`config.mk`:
```
export PLATFORM = sky130hd
export DESIGN_NAME = coef_bank_loader
export DESIGN_NICKNAME = d
export VERILOG_FILES = /design/src/rtl/coef_bank_loader.sv
export SDC_FILE = /design/constraint.sdc
export NUM_CORES = 1
export LEC_CHECK = 0
export ABC_AREA = 1
export CORE_ASPECT_RATIO = 1.5
export CORE_MARGIN = 3
export CORE_UTILIZATION = 30
export DETAILED_ROUTE_END_ITERATION = 8
export HOLD_SLACK_MARGIN = 0.08
export PLACE_DENSITY_LB_ADDON = 0.05
export SYNTH_ARGS = -nofsm -noshare
export SYNTH_HDL_FRONTEND = slang
export SYNTH_SLANG_ARGS = --single-unit
```
`constraint.sdc`:
```
create_clock -name clk -period 4.8 [get_ports clk]
set_clock_uncertainty 0.2 [all_clocks]
set_input_delay 0.48 -clock clk [delete_from_list [all_inputs] [get_ports clk]]
set_output_delay 0.48 -clock clk [all_outputs]
set_load 0.1 [all_outputs]
```
`src/rtl/coef_bank_loader.sv`:
```
// coef_bank_loader: streams N_COEF coefficients into four coefficient banks
// using the conflict-free bank/address map the NTT core reads with.
// Kyber (KD_mode=0) writes one 12-bit word per coefficient; Dilithium
// (KD_mode=1) writes the low and high 12-bit halves to two banks at once.
// Optional feature macro: COEF_RANGE_CHK_EN builds the sticky out-of-range
// flag on err; without it err is tied to 0 and no comparator exists.
module coef_bank_loader #(
  parameter int N_COEF = 256,
  parameter int ADDR_W = 7,
  parameter int BANK_W = 12
) (
  input  logic              clk,
  input  logic              rst,
  input  logic              start,
  input  logic              KD_mode,
  input  logic              s_valid,
  output logic              s_ready,
  input  logic [23:0]       s_data,
  output logic [3:0]        wen,
  output logic [ADDR_W-1:0] waddr_0,
  output logic [ADDR_W-1:0] waddr_1,
  output logic [ADDR_W-1:0] waddr_2,
  output logic [ADDR_W-1:0] waddr_3,
  output logic [BANK_W-1:0] wdata_0,
  output logic [BANK_W-1:0] wdata_1,
  output logic [BANK_W-1:0] wdata_2,
  output logic [BANK_W-1:0] wdata_3,
  output logic              busy,
  output logic              done,
  output logic              err
);

  localparam int               CNT_W = 8;
  localparam logic [CNT_W-1:0] LAST  = CNT_W'(N_COEF - 1);

  typedef enum logic {IDLE, LOAD} state_t;

  state_t             state_q;
  logic [CNT_W-1:0]   n_q;
  logic               mode_q;
  logic               done_q;
  logic [3:0]         wen_q,   wen_d;
  logic [ADDR_W-1:0]  waddr_q [4];
  logic [ADDR_W-1:0]  waddr_d [4];
  logic [BANK_W-1:0]  wdata_q [4];
  logic [BANK_W-1:0]  wdata_d [4];

  logic        hs;
  logic        start_acc;
  logic [1:0]  bank_lo;
  logic [1:0]  bank_hi;
  logic [5:0]  row;

  assign s_ready   = (state_q == LOAD);
  assign busy      = (state_q == LOAD);
  assign hs        = s_valid && s_ready;
  assign start_acc = (state_q == IDLE) && start;

  // Base-4 digit sum of n (mod 4) picks the bank; the upper six bits pick the row.
  assign bank_lo = n_q[1:0] + n_q[3:2] + n_q[5:4] + n_q[7:6];
  assign bank_hi = bank_lo + 2'd2;
  assign row     = n_q[7:2];

  // Next write-port values: enable only the bank(s) hit by this handshake.
  always_comb begin
    // NOTE: every variable gets a default before any branch so no latch is inferred.
    wen_d = '0;
    for (int i = 0; i < 4; i++) begin
      waddr_d[i] = waddr_q[i];
      wdata_d[i] = wdata_q[i];
    end
    if (hs) begin
      wen_d[bank_lo]   = 1'b1;
      waddr_d[bank_lo] = ADDR_W'({1'b0, row});
      wdata_d[bank_lo] = s_data[BANK_W-1:0];
      if (mode_q) begin
        wen_d[bank_hi]   = 1'b1;
        waddr_d[bank_hi] = ADDR_W'({1'b1, row});
        wdata_d[bank_hi] = s_data[2*BANK_W-1:BANK_W];
      end
    end
  end

  // Load FSM, coefficient counter, mode latch and registered write outputs.
  always_ff @(posedge clk or posedge rst) begin
    if (rst) begin
      state_q <= IDLE;
      n_q     <= '0;
      mode_q  <= 1'b0;
      done_q  <= 1'b0;
      wen_q   <= '0;
      for (int i = 0; i < 4; i++) begin
        waddr_q[i] <= '0;
        wdata_q[i] <= '0;
      end
    end else begin
      // NOTE: non-blocking assignments so every register updates from pre-edge values.
      wen_q   <= wen_d;
      waddr_q <= waddr_d;
      wdata_q <= wdata_d;
      done_q  <= 1'b0;
      case (state_q)
        IDLE: begin
          if (start) begin
            state_q <= LOAD;
            n_q     <= '0;
            mode_q  <= KD_mode;
          end
        end
        LOAD: begin
          if (hs) begin
            n_q <= n_q + 1'b1;
            if (n_q == LAST) begin
              state_q <= IDLE;
              done_q  <= 1'b1;
            end
          end
        end
        default: state_q <= IDLE;
      endcase
    end
  end

`ifdef COEF_RANGE_CHK_EN
  logic err_q;
  logic coef_bad;

  assign coef_bad = mode_q ? (s_data >= 24'd8380417) : (s_data[11:0] >= 12'd3329);

  // Sticky range flag: cleared by an accepted start, set after any bad handshake.
  always_ff @(posedge clk or posedge rst) begin
    if (rst) begin
      err_q <= 1'b0;
    end else if (start_acc) begin
      err_q <= 1'b0;
    end else if (hs && coef_bad) begin
      err_q <= 1'b1;
    end
  end

  assign err = err_q;
`else
  logic unused_start_acc;
  assign unused_start_acc = start_acc;
  assign err = 1'b0;
`endif

  assign wen     = wen_q;
  assign done    = done_q;
  assign waddr_0 = waddr_q[0];
  assign waddr_1 = waddr_q[1];
  assign waddr_2 = waddr_q[2];
  assign waddr_3 = waddr_q[3];
  assign wdata_0 = wdata_q[0];
  assign wdata_1 = wdata_q[1];
  assign wdata_2 = wdata_q[2];
  assign wdata_3 = wdata_q[3];

endmodule

```
==> run summary, run 1 <==
Sequential-to-total area share from yosys stat -> 48.89%
Vias in the first global route -> 4020
Largest net degree at the start of global routing -> 60
Post-cts gate resize count -> 0
Worst Path Max Fanout -> 22
Die Span Y -> 158.6 um
Type of element capturing the critical path -> flip-flop
Most frequent cell after synthesis -> nand2_1
Final Hold Fails -> 0
DR vias -> 4211
# diodes -> 0
Final min period -> 3.633 ns
Period utilization -> 75.69%
Via-per-instance ratio -> 4.747
Seq cells post-synth -> 91
Setup_tns -> 0 ns
Grt total ovfl -> 0
Initial detailed-routing violation count -> 211
Synth top area share -> 48.89%
Cell Count Post-Placement -> 871
Htree depth -> 3
Hpwl dp -> 10880 um
Worst EP required -> 4.86 ns
Layout cell share with drive strength beyond 1 -> 6.395%
Drt drc -> 0
Asr flop ratio synth -> 100.0%
Clock Path Buffers -> 2
Most used DFF post-synth -> dfrtp_1
Clock transition at path regs -> 0.07 ns
I/O pins -> 113
Placer Congestion -> 0.8395
# port buffers -> 111
Slew @ Worst Pin -> 0.9909 ns
CTS buffer count -> 9
Post-synth top cells -> nand2_1, dfrtp_1, nand3_1
Design area -> 0.006145 mm2
Post-synth EDFFs -> 0
Syn Area/Cell -> 7.895 um2
Fmax -> 275.2 MHz
Yosys warning count -> 0
Die area -> 0.01709 mm2
Worst Setup Path Type -> flip-flop to flip-flop
Netlist cell types -> 31
Core Area -> 0.01514 mm2
Post-CTS setup repair buffer count -> 0
Antenna viol nets, final -> 0
Slew Viols, Final -> 0
Cells after Synth -> 590
Outcome -> finished, final reports clean
Top cells by area, synth -> dfrtp_1, nand2_1, nand3_1, nor2_1, inv_1
Hold_buf cts -> 0
Worst Setup Start Kind -> flip-flop
First-pass GRT wire length -> 22830 um
# rows -> 55
Max_cap viols -> 0
Worst hold slack -> 0.2759 ns
Initial antenna violation count -> 0
Post-route insts no fill -> 887
Yosys top cell by area -> dfrtp_1
Type of the tightest min-delay check -> flip-flop to flip-flop
Die width -> 107.7 um
CTS root buf -> clkbuf_16
Total Nets Final -> 715
CTS tree -> done
Synthesized Nets -> 622
Final setup vio count -> 0
Num Clock Sinks -> 91
TritonRoute pass-1 iters -> 4
Post-place instance area -> 0.005833 mm2
GR Util All Layers -> 17.50%
Max_slew headroom -> 33.74%
Growth of design area from synthesis to finish -> 31.91%
Starting density of the core -> 30.77%
Setup repair after global routing missed its margin -> no
WP data arrival -> 3.70 ns
Routed Wire Length -> 14630 um
Drt wl/cell -> 16.49 um
Synthesized area -> 0.004658 mm2
Clock Latency Late Sink -> 0.34 ns
worst max-delay path, cell delays in order, from the launching register on:
cell and delay (ns):
dfrtp_1 0.50, fa_1 0.49, ha_1 0.70, nand2_1 0.29
inv_1 0.56, nand2_1 0.34, nand2_4 0.29, nor2_1 0.07
nor2_1 0.12
per-layer routing:
| layer | global-route usage (%) | share of wire (%) | vias to the layer above |
|---|---|---|---|
| met5 | 0 | 0 | - |
| met3 | 3.083 | 4.1 | 17 |
| met4 | 5.355 | 2.2 | 0 |
| met2 | 32.00 | 54 | 115 |
| li1 | - | - | 2081 |
| met1 | 20.78 | 39 | 1998 |
final cells by class:
| type | instances | area, um2 |
|---|---|---|
| Clock inverter | 6 | 72.57 |
| Fill cell | 1579 | 8995 |
| Sequential cell | 91 | 2277 |
| Clock buffer | 10 | 239.0 |
| Tap cell | 199 | 249.0 |
| Timing Repair Buffer | 115 | 1141 |
| Inverter | 61 | 230.2 |
| Multi-Input combinational cell | 405 | 1936 |
path summary, 6_finish.rpt:
kind	endpoint	slack [ns]	depth (start not counted)	startpoint
worst max-delay path	wdata_1[1]	1.17	8	n_q[4]
worst min-delay path	flip-flop	0.28	2	flip-flop
worst max register to register	wdata_1[1]	1.17	8	n_q[4]
worst min register to register	flip-flop	0.28	2	flip-flop
max in group asynchronous	waddr_1[6]	3.18	3	rst
min in group asynchronous	async pin	0.38	2	rst
stage by stage:
| stage | setup slack [ns] | utilization (%) |
|---|---|---|
| CTS | 1.170 | 40.59 |
| finish | 1.167 | 40.59 |
| global route | 0.8830 | 40.59 |
| floorplan | 1.756 | - |
| global placement | 1.323 | 38.53 |
| detailed placement | 1.202 | 38.53 |
cell families after synthesis:
group                    synth area share, %
AO/OA/AOI/OAI                          8.381
XOR/XNOR                              0.1881
adder cells (fa/ha/maj)               0.9669
buffers and inverters                  9.562
flip-flops                             48.89
other                                0.08050
AND/OR/NAND/NOR                        31.94
layout by cell type (no fill, tap or decap), drive strengths merged:
cell type and n:
nor3 2, nand4 12, ha 2, nand2 152, o22ai 2, nand3 85
inv 61, conb 1, clkinv 5, a31oi 1, nor4 1, xor2 1
a21oi 6, bufinv 1, fa 1, buf 4, nand3b 1, nor2 72
o21ai 66, clkbuf 10, clkdlybuf4s50 111, dfrtp 91
Power of run 1 is not shown: default switching activity piles up to over one toggle a cycle in this logic, so the estimate is an artifact.
==> run 2, diff against run 1 <==
==> constraint.sdc (replaced) <==
create_clock -name clk -period 3.25 [get_ports clk]
set_clock_uncertainty 0.2 [all_clocks]
set_input_delay 0.325 -clock clk [delete_from_list [all_inputs] [get_ports clk]]
set_output_delay 0.325 -clock clk [all_outputs]
set_load 0.1 [all_outputs]
==> run summary, run 2 (synthesis results as in run 1) <==
CTS tree -> done
CTS root buf -> clkbuf_16
Antenna viol nets, final -> 0
Placer Congestion -> 0.8152
Clock Path Buffers -> 2
GR Util All Layers -> 18.19%
Worst Path Max Fanout -> 20
Die area -> 0.01709 mm2
Buf/Inv on CP -> 2
Met3 Usage GRT -> 3.164%
Hpwl dp -> 11210 um
Type of element capturing the critical path -> flip-flop
Largest net degree at the start of global routing -> 53
Final setup vio count -> 0
Period utilization -> 90.39%
Die width -> 107.7 um
Clock transition at path regs -> 0.07 ns
Grt peak-use layer -> met2
Growth of design area from synthesis to finish -> 28.93%
Most common cell after layout, fill and taps aside -> nand2_1
Setup_tns -> 0 ns
Critical Path Slowest Stage Cell -> dfrtp_1
I/O pins -> 113
Max_slew headroom -> 35.26%
Slew @ Worst Pin -> 0.9681 ns
Post-place instance area -> 0.005703 mm2
CP top delay family -> simple AND/OR/NAND/NOR gates
Fmax -> 340.4 MHz
Design area -> 0.006006 mm2
CP max stage delay -> 0.51 ns
Initial antenna violation count -> 0
Grt total ovfl -> 0
Layout cell share with drive strength beyond 1 -> 17.75%
Drt wl/cell -> 16.95 um
Commonest non-fill, non-tap cells in the layout -> nand2_1, dfrtp_1, buf_4
Slew Viols, Final -> 0
Core Area -> 0.01514 mm2
Met2 Track Usage GR -> 33.39%
Worst hold slack -> 0.2156 ns
Num Clock Sinks -> 91
CTS buffer count -> 9
Hold_buf cts -> 0
Worst EP required -> 3.27 ns
Crit-path cells -> fa_1 -> ha_1 -> inv_1 -> nand3_1 -> nand2_1 -> inv_2 -> nand2_8 -> nand3_2 -> nand2_2 -> nand2_2 -> nand2_1 -> o21ai_1
Reg2Reg Setup Slack -> 0.31 ns
Final Hold Fails -> 0
Vias in the first global route -> 4110
First-pass GRT wire length -> 23620 um
Clock Latency Late Sink -> 0.34 ns
Worst Setup Start Kind -> flip-flop
Htree depth -> 3
Grt met1 use -> 21.09%
WP data arrival -> 2.96 ns
Final min period -> 2.938 ns
Outcome -> finished, final reports clean
Type of the tightest min-delay check -> input port to async pin
Initial detailed-routing violation count -> 216
Die Span Y -> 158.6 um
Worst Setup Path Type -> flip-flop to flip-flop
DR vias -> 4235
Post-CTS setup repair buffer count -> 0
Drt drc -> 0
Post-cts gate resize count -> 0
# diodes -> 0
# rows -> 55
# port buffers -> 111
Starting density of the core -> 30.77%
TritonRoute pass-1 iters -> 4
Max_cap viols -> 0
Setup repair after global routing missed its margin -> no
Routed Wire Length -> 15120 um
Via-per-instance ratio -> 4.748
Total Nets Final -> 721
==> run 2: area by class of cell <==
type,count,area [um2]
fill,1633,9134
inverter,61,230.2
tap,199,249.0
multi-input combinational,405,1936
sequential,91,2277
clock inverter,3,46.29
timing repair buffer,121,1011
clock buffer,12,256.5
==> run 2: per-stage QoR <==
stage / cells / util [%] / worst slack (ns)
2_1_floorplan: 590 / - / 0.3614
3_3_place_gp: 877 / 37.67 / 0.3559
3_5_place_dp: 877 / 37.67 / 0.2881
4_1_cts: 892 / 39.67 / 0.2570
5_1_grt: 892 / 39.67 / 0.03940
6_report: 892 / 39.67 / 0.3124
==> run 2: path summary, 6_finish.rpt <==
| kind | startpoint | cells past startpoint | end |
|---|---|---|---|
| setup / recovery | n_q[4] | 12 | flip-flop |
| hold / removal | rst | 2 | async pin |
| setup reg to reg | n_q[4] | 12 | flip-flop |
| hold reg to reg | flip-flop | 2 | flip-flop |
| max in group asynchronous | rst | 3 | waddr_1[6] |
| min in group clk | flip-flop | 2 | flip-flop |
==> run 2: per-layer routing <==
layer / share of wire, % / routed length, um
met1: 40 / 5986
met2: 55 / 8248
met3: 3.6 / 538
met4: 2.3 / 348
met5: 0 / 0
==> run 2: worst register-to-register path: stages, from the launching register on <==
cell and delay, ns:
dfrtp_1 0.51, fa_1 0.49, ha_1 0.22, inv_1 0.05
nand3_1 0.06, nand2_1 0.14, inv_2 0.08, nand2_8 0.14
nand3_2 0.31, nand2_2 0.24, nand2_2 0.19, nand2_1 0.12
o21ai_1 0.06
Power of run 2 is left out for the same reason.
